$ cat config.mk
export PLATFORM = sky130hd
export DESIGN_NAME = uart_boot_ctrl
export DESIGN_NICKNAME = d
export VERILOG_FILES = /design/src/rtl/boot_ctrl_pkg.sv /design/src/rtl/boot_timeout_cnt.sv /design/src/rtl/uart_boot_ctrl.sv
export SDC_FILE = /design/constraint.sdc
export NUM_CORES = 1
export LEC_CHECK = 0
export BUFFER_PORTS_ARGS = -buffer_cell sky130_fd_sc_hd__buf_2
export CAP_MARGIN = 20
export CORE_AREA = 3 3 98 100
export CTS_CLUSTER_SIZE = 10
export DETAILED_ROUTE_END_ITERATION = 16
export DIE_AREA = 0 0 101 103
export PLACE_DENSITY = 0.85
export REMOVE_ABC_BUFFERS = 1
export SLEW_MARGIN = 40
export SYNTH_ARGS = -nofsm -noshare
export SYNTH_HDL_FRONTEND = slang
export SYNTH_SLANG_ARGS = --single-unit
$ cat constraint.sdc
create_clock -name clk -period 2.29 [get_ports clk]
set_clock_uncertainty 0.05 [all_clocks]
set_input_delay 0.458 -clock clk [delete_from_list [all_inputs] [get_ports clk]]
set_output_delay 0.458 -clock clk [all_outputs]
set_load 0.03 [all_outputs]
$ cat src/rtl/boot_ctrl_pkg.sv
// Shared definitions for the UART boot sequencer: state encoding and the
// default end-of-image marker.
package boot_ctrl_pkg;

    typedef enum logic [2:0] {
        ST_IDLE  = 3'd0,
        ST_LOAD  = 3'd1,
        ST_HOLD  = 3'd2,
        ST_RUN   = 3'd3,
        ST_ERROR = 3'd4
    } boot_state_e;

    localparam logic [31:0] END_MARK_DEFAULT = 32'hFFFF_FFFF;

endpackage

$ cat src/rtl/boot_timeout_cnt.sv
// Clearable, enabled up-counter that saturates at LIMIT-1 and flags the
// terminal count. Used for both the inter-word timeout and the reset hold.
module boot_timeout_cnt #(
    parameter int unsigned LIMIT = 16
) (
    input  logic clk,
    input  logic rst,
    input  logic clr,
    input  logic en,
    output logic tc
);

    localparam int unsigned      CW      = (LIMIT > 1) ? $clog2(LIMIT) : 1;
    localparam logic [CW-1:0]    LAST    = CW'(LIMIT - 1);
    localparam logic [CW-1:0]    CNT_ONE = {{(CW-1){1'b0}}, 1'b1};

    logic [CW-1:0] cnt_r;

    assign tc = (cnt_r == LAST);

    // Count enabled cycles; clear has priority; hold once terminal is reached.
    always_ff @(posedge clk) begin
        if (rst) begin
            cnt_r <= {CW{1'b0}};
        end else if (clr) begin
            cnt_r <= {CW{1'b0}};
        end else if (en && !tc) begin
            cnt_r <= cnt_r + CNT_ONE;
        end else begin
            cnt_r <= cnt_r;
        end
    end

endmodule

$ cat src/rtl/uart_boot_ctrl.sv
// Boot sequencer: streams loader words into IMEM while the core is held in
// reset, detects end marker / timeout / overflow, then releases the core and
// hands the IMEM port to instruction fetch.
module uart_boot_ctrl
    import boot_ctrl_pkg::*;
#(
    parameter int unsigned    DW          = 32,
    parameter int unsigned    IMEM_AW     = 12,
    parameter logic [DW-1:0]  END_MARK    = DW'(END_MARK_DEFAULT),
    parameter int unsigned    TIMEOUT_CYC = 50_000_000,
    parameter int unsigned    RST_HOLD    = 16
) (
    input  logic               clk,
    input  logic               rst,
    input  logic [DW-1:0]      ld_inst,
    input  logic               ld_valid,
    input  logic               boot_req,
    input  logic               run_req,
    input  logic [31:0]        cpu_fetch_addr,
    input  logic               cpu_fetch_en,
    output logic               imem_we,
    output logic               imem_re,
    output logic [IMEM_AW-1:0] imem_addr,
    output logic [DW-1:0]      imem_wdata,
    output logic               cpu_rst,
    output logic               load_done,
    output logic               load_err,
    output logic [IMEM_AW:0]   word_count
);

    localparam logic [IMEM_AW:0] FULL_CNT = {1'b1, {IMEM_AW{1'b0}}};
    localparam logic [IMEM_AW:0] WC_ONE   = {{IMEM_AW{1'b0}}, 1'b1};

    boot_state_e          state_r;
    boot_state_e          state_nxt_s;
    logic                 write_s;
    logic                 mark_s;
    logic                 clear_s;
    logic                 is_mark_s;
    logic                 full_s;
    logic                 to_tc_s;
    logic                 hold_tc_s;
    logic                 img_ok_r;
    logic                 we_r;
    logic [IMEM_AW-1:0]   wr_addr_r;
    logic [DW-1:0]        wdata_r;
    logic [IMEM_AW:0]     word_count_r;
    logic                 cpu_rst_r;
    logic                 load_done_r;
    logic                 load_err_r;
    logic                 run_s;
    logic                 fetch_unused_s;

    assign is_mark_s = (ld_inst == END_MARK);
    assign full_s    = (word_count_r == FULL_CNT);
    assign run_s     = (state_r == ST_RUN);

    // Only the word-index bits of the byte fetch address reach IMEM.
    assign fetch_unused_s = ^{cpu_fetch_addr[31:IMEM_AW+2], cpu_fetch_addr[1:0]};

    // Inter-word timeout: runs only in LOAD, restarts on every received word.
    boot_timeout_cnt #(.LIMIT(TIMEOUT_CYC)) u_timeout (
        .clk (clk),
        .rst (rst),
        .clr ((state_r != ST_LOAD) || ld_valid),
        .en  (state_r == ST_LOAD),
        .tc  (to_tc_s)
    );

    // Reset hold: counts the cycles spent in HOLD before releasing the core.
    boot_timeout_cnt #(.LIMIT(RST_HOLD)) u_hold (
        .clk (clk),
        .rst (rst),
        .clr (state_r != ST_HOLD),
        .en  (state_r == ST_HOLD),
        .tc  (hold_tc_s)
    );

    // Next-state and write decision; boot_req overrides everything else.
    always_comb begin
        state_nxt_s = state_r;
        write_s     = 1'b0;
        mark_s      = 1'b0;
        clear_s     = 1'b0;
        if (boot_req) begin
            state_nxt_s = ST_IDLE;
            clear_s     = 1'b1;
        end else begin
            case (state_r)
                ST_IDLE: begin
                    if (ld_valid) begin
                        if (is_mark_s) begin
                            state_nxt_s = ST_HOLD;
                            mark_s      = 1'b1;
                        end else begin
                            state_nxt_s = ST_LOAD;
                            write_s     = 1'b1;
                        end
                    end else if (run_req) begin
                        state_nxt_s = ST_HOLD;
                    end else begin
                        state_nxt_s = ST_IDLE;
                    end
                end
                ST_LOAD: begin
                    if (ld_valid) begin
                        if (is_mark_s) begin
                            state_nxt_s = ST_HOLD;
                            mark_s      = 1'b1;
                        end else if (full_s) begin
                            state_nxt_s = ST_ERROR;
                        end else begin
                            write_s     = 1'b1;
                        end
                    end else if (to_tc_s) begin
                        state_nxt_s = ST_ERROR;
                    end else begin
                        state_nxt_s = ST_LOAD;
                    end
                end
                ST_HOLD: begin
                    if (hold_tc_s) begin
                        state_nxt_s = ST_RUN;
                    end else begin
                        state_nxt_s = ST_HOLD;
                    end
                end
                ST_RUN:   state_nxt_s = ST_RUN;
                ST_ERROR: state_nxt_s = ST_ERROR;
                default:  state_nxt_s = ST_ERROR;
            endcase
        end
    end

    // State register.
    always_ff @(posedge clk) begin
        if (rst) begin
            state_r <= ST_IDLE;
        end else begin
            state_r <= state_nxt_s;
        end
    end

    // Remembers whether the current image was closed by the end marker.
    always_ff @(posedge clk) begin
        if (rst) begin
            img_ok_r <= 1'b0;
        end else if (clear_s) begin
            img_ok_r <= 1'b0;
        end else if (mark_s) begin
            img_ok_r <= 1'b1;
        end else begin
            img_ok_r <= img_ok_r;
        end
    end

    // Word counter; its low bits double as the IMEM write pointer.
    always_ff @(posedge clk) begin
        if (rst) begin
            word_count_r <= {(IMEM_AW+1){1'b0}};
        end else if (clear_s) begin
            word_count_r <= {(IMEM_AW+1){1'b0}};
        end else if (write_s) begin
            word_count_r <= word_count_r + WC_ONE;
        end else begin
            word_count_r <= word_count_r;
        end
    end

    // Registered write port: one-cycle strobe with address and data.
    always_ff @(posedge clk) begin
        if (rst) begin
            we_r      <= 1'b0;
            wr_addr_r <= {IMEM_AW{1'b0}};
            wdata_r   <= {DW{1'b0}};
        end else if (write_s) begin
            we_r      <= 1'b1;
            wr_addr_r <= word_count_r[IMEM_AW-1:0];
            wdata_r   <= ld_inst;
        end else begin
            we_r      <= 1'b0;
            wr_addr_r <= wr_addr_r;
            wdata_r   <= wdata_r;
        end
    end

    // Status outputs follow the state being entered.
    always_ff @(posedge clk) begin
        if (rst) begin
            cpu_rst_r   <= 1'b1;
            load_done_r <= 1'b0;
            load_err_r  <= 1'b0;
        end else begin
            cpu_rst_r   <= (state_nxt_s != ST_RUN);
            load_done_r <= (state_nxt_s == ST_RUN) && img_ok_r && !clear_s;
            load_err_r  <= (state_nxt_s == ST_ERROR);
        end
    end

    // In RUN the fetch stage drives the port directly; otherwise the loader does.
    assign imem_we    = we_r;
    assign imem_re    = run_s ? cpu_fetch_en : 1'b0;
    assign imem_addr  = run_s ? cpu_fetch_addr[IMEM_AW+1:2] : wr_addr_r;
    assign imem_wdata = wdata_r;
    assign cpu_rst    = cpu_rst_r;
    assign load_done  = load_done_r;
    assign load_err   = load_err_r;
    assign word_count = word_count_r;

endmodule
==> results.cfg <==
[final_layout]
fillers = 709
multi_input_area_um2 = 2280
antennaDiodeCount = 0
layout.area.seq_um2 = 1900
fin_nets = 655
final_common_cell = buf_2
final_cell_mix = buf_2, dfxtp_1, nor2_1, mux2i_1, nand4_1
drive_above_1_share = 0.301
fin_cells = 693
area_growth_pct = 21.3

[worst_setup_path]
crit_slowest_cell = or4b_4
cp_max_fo = 14
critical_path.top_delay_family = simple AND/OR/NAND/NOR gates
critPathArrivalTime_ps = 2450
worstSetupPathType = reg2reg
path_cells = inv_1 > ha_1 > or4b_4 > o41ai_2 > buf_4 > a21oi_4 > buf_4 > nand4_1 > mux2i_1
path_buf_inv = 3
rr_worst_depth = 9
cp.required_ps = 2530
path_depth = 9
max_stage_delay_ps = 480
cp-start-kind = flip-flop
endpoint_kind = flip-flop
critPathMostFrequentCell = buf_4

[sta]
finalWorstPathRequiredPeriod_ps = 2210
maxSlewViolCount = 0
holdWs_ps = 300
fmax_mhz = 453
fin_ws_ps = 81.4
worst_pin_slew_ps = 638
finalHoldViolCount = 0
relSlewSlack = 0.571
setup_viol = 0
min_period_over_period = 0.964
setup_tns_ps = 0

[clock_network]
htreeDepth = 3
cts_tree = done
clk_latency_ps = 360
clkSlewWorstSetupHoldPaths_ps = 100
clock_sinks = 95
cts_root_buf = clkbuf_8
cts_buffer_depth = 2
cts_made_buffers = 9

[detailed_routing]
vias = 3866
drt_iter0_markers = 135
drc_errors = 0
routed_wl_um = 10000
wl_per_cell_um = 14.5
ant_nets = 0
routed_via_density = 5.58
first_pass_iters = 6

[synth]
ys_ff_latch = 95
yosys.cell_types.count = 51
ys_async_sr_fraction = 0
syn_avg_cell_area_um2 = 9.38
synthFlopType = dfxtp_1
yosysWarnings = 0
synthCells = 462
synth_area_um2 = 4330
synth-edff-count = 0
synth-seq-area-share = 0.439

[placement]
place_congestion = 0.884
port_buffers = 111
dp_hpwl_um = 7360
dpl.cell_count = 676
pre_cts_ws_ps = 89.1

[power]
p_per_area_nw_per_um2 = 571
p_leak_nw = 2.25
vdd_drop_max_v = 0.000322

[run]
maxCapViolCount = 0

[global_route]
grt-ovfl-total = 0
grt_first_pass_wirelength_um = 16900
grt_start_max_net_pins = 49
grtUsageTotal = 0.198
grt_pass1_vias = 3736
antenna_found_initial = 0

[hold_path]
worstHoldPathType = in2reg
hold_path_depth = 3

[floorplan]
design.core.area_um2 = 8760
start_util = 0.494
io_pins = 132
die_w_um = 101
row_count = 34
die-area_um2 = 10400
fp.dieH_um = 103

[status]
status = completed
## cell usage after synthesis, types with 4 or more instances
library cell | number | area [um^2]
nand3_1 | 10 | 50.1
o211ai_1 | 5 | 37.5
and4_1 | 4 | 35.0
o21ai_0 | 5 | 25.0
or4_1 | 7 | 52.6
and3_1 | 13 | 81.3
inv_1 | 7 | 26.3
a31oi_1 | 5 | 31.3
nand2_1 | 22 | 82.6
nand4_1 | 23 | 144
mux2i_1 | 51 | 510
nor3_1 | 6 | 30.0
or3_1 | 10 | 62.6
nor2_1 | 76 | 285
ha_1 | 4 | 50.1
xor2_1 | 12 | 105
buf_6 | 7 | 78.8
xnor2_1 | 5 | 43.8
clkbuf_1 | 15 | 56.3
mux2_2 | 12 | 135
o31ai_1 | 6 | 45.0
a21oi_1 | 14 | 70.1
and2_1 | 4 | 25.0
dfxtp_1 | 95 | 1900
## where the power goes
part           switching, mW  internal (mW)  total, mW  leakage, nW
sequential            0.0185           1.68       1.70        0.770
clock                  0.589          0.399      0.988       0.0902
combinational          0.188          0.122      0.310         1.39
## path summary, 6_finish.rpt
| kind | end | slack (ps) | start |
|---|---|---|---|
| max | word_count[12] | 80 | word_count[0] |
| min | imem_wdata[29] | 300 | ld_inst[29] |
| max reg2reg | word_count[12] | 80 | word_count[0] |
| min reg2reg | img_ok_r | 420 | img_ok_r |
## layer usage
metal | vias to the layer above | routed length, um | GRT usage
li1 | 1907 | - | -
met5 | - | 0 | 0
met1 | 1814 | 4300 | 0.243
met4 | 0 | 194 | 0.0859
met2 | 129 | 4910 | 0.340
met3 | 16 | 631 | 0.0372
## worst reg2reg max path, cell delays in order (launching register included)
cell,delay [ps]
dfxtp_1,320
inv_1,50
ha_1,130
or4b_4,480
o41ai_2,350
buf_4,180
a21oi_4,40
buf_4,200
nand4_1,140
mux2i_1,200
## cell type report
| class | count | area share |
|---|---|---|
| clock buffer | 9 | 0.0236 |
| inverter | 7 | 0.00500 |
| timing repair buffer | 134 | 0.141 |
| clock inverter | 6 | 0.00857 |
| multi-input combinational | 334 | 0.434 |
| tap | 108 | 0.0257 |
| sequential | 95 | 0.362 |
## through the flow
stage	area, um^2	util	power (mW)
detailed placement	5050	0.576	2.04
floorplan	4180	-	1.93
global placement	5050	0.576	2.03
finish	5250	0.600	3.00
global route	5250	0.600	3.12
CTS	5220	0.596	3.03
## cells by family after synthesis
| logic type | after synthesis | synth area share |
|---|---|---|
| adders and majority gates | 4 | 0.0116 |
| xor gates and xnor gates | 17 | 0.0344 |
| buffers and inverters | 33 | 0.0416 |
| AOI/OAI and AO/OA | 55 | 0.0881 |
| muxes | 63 | 0.149 |
| and+or+nand+nor | 195 | 0.237 |
| DFF | 95 | 0.439 |
## sequential cells by signal (all words and copies together) (netlist names)
name,flops
imem_wdata,32
u_timeout.cnt_r,26
word_count,13
wr_addr_r,12
u_hold.cnt_r,4
state_r,3
cpu_rst,1
imem_we,1
img_ok_r,1
load_done,1
load_err,1
## timing repair
action / CTS / global route
endpoints found under the setup margin: 2 / 24
gates resized for setup: 1 / 4
setup buffers: 0 / 2
endpoints found under the hold margin: 0 / 0
hold buffers: 0 / 0
(Power assumes the default switching activity.)
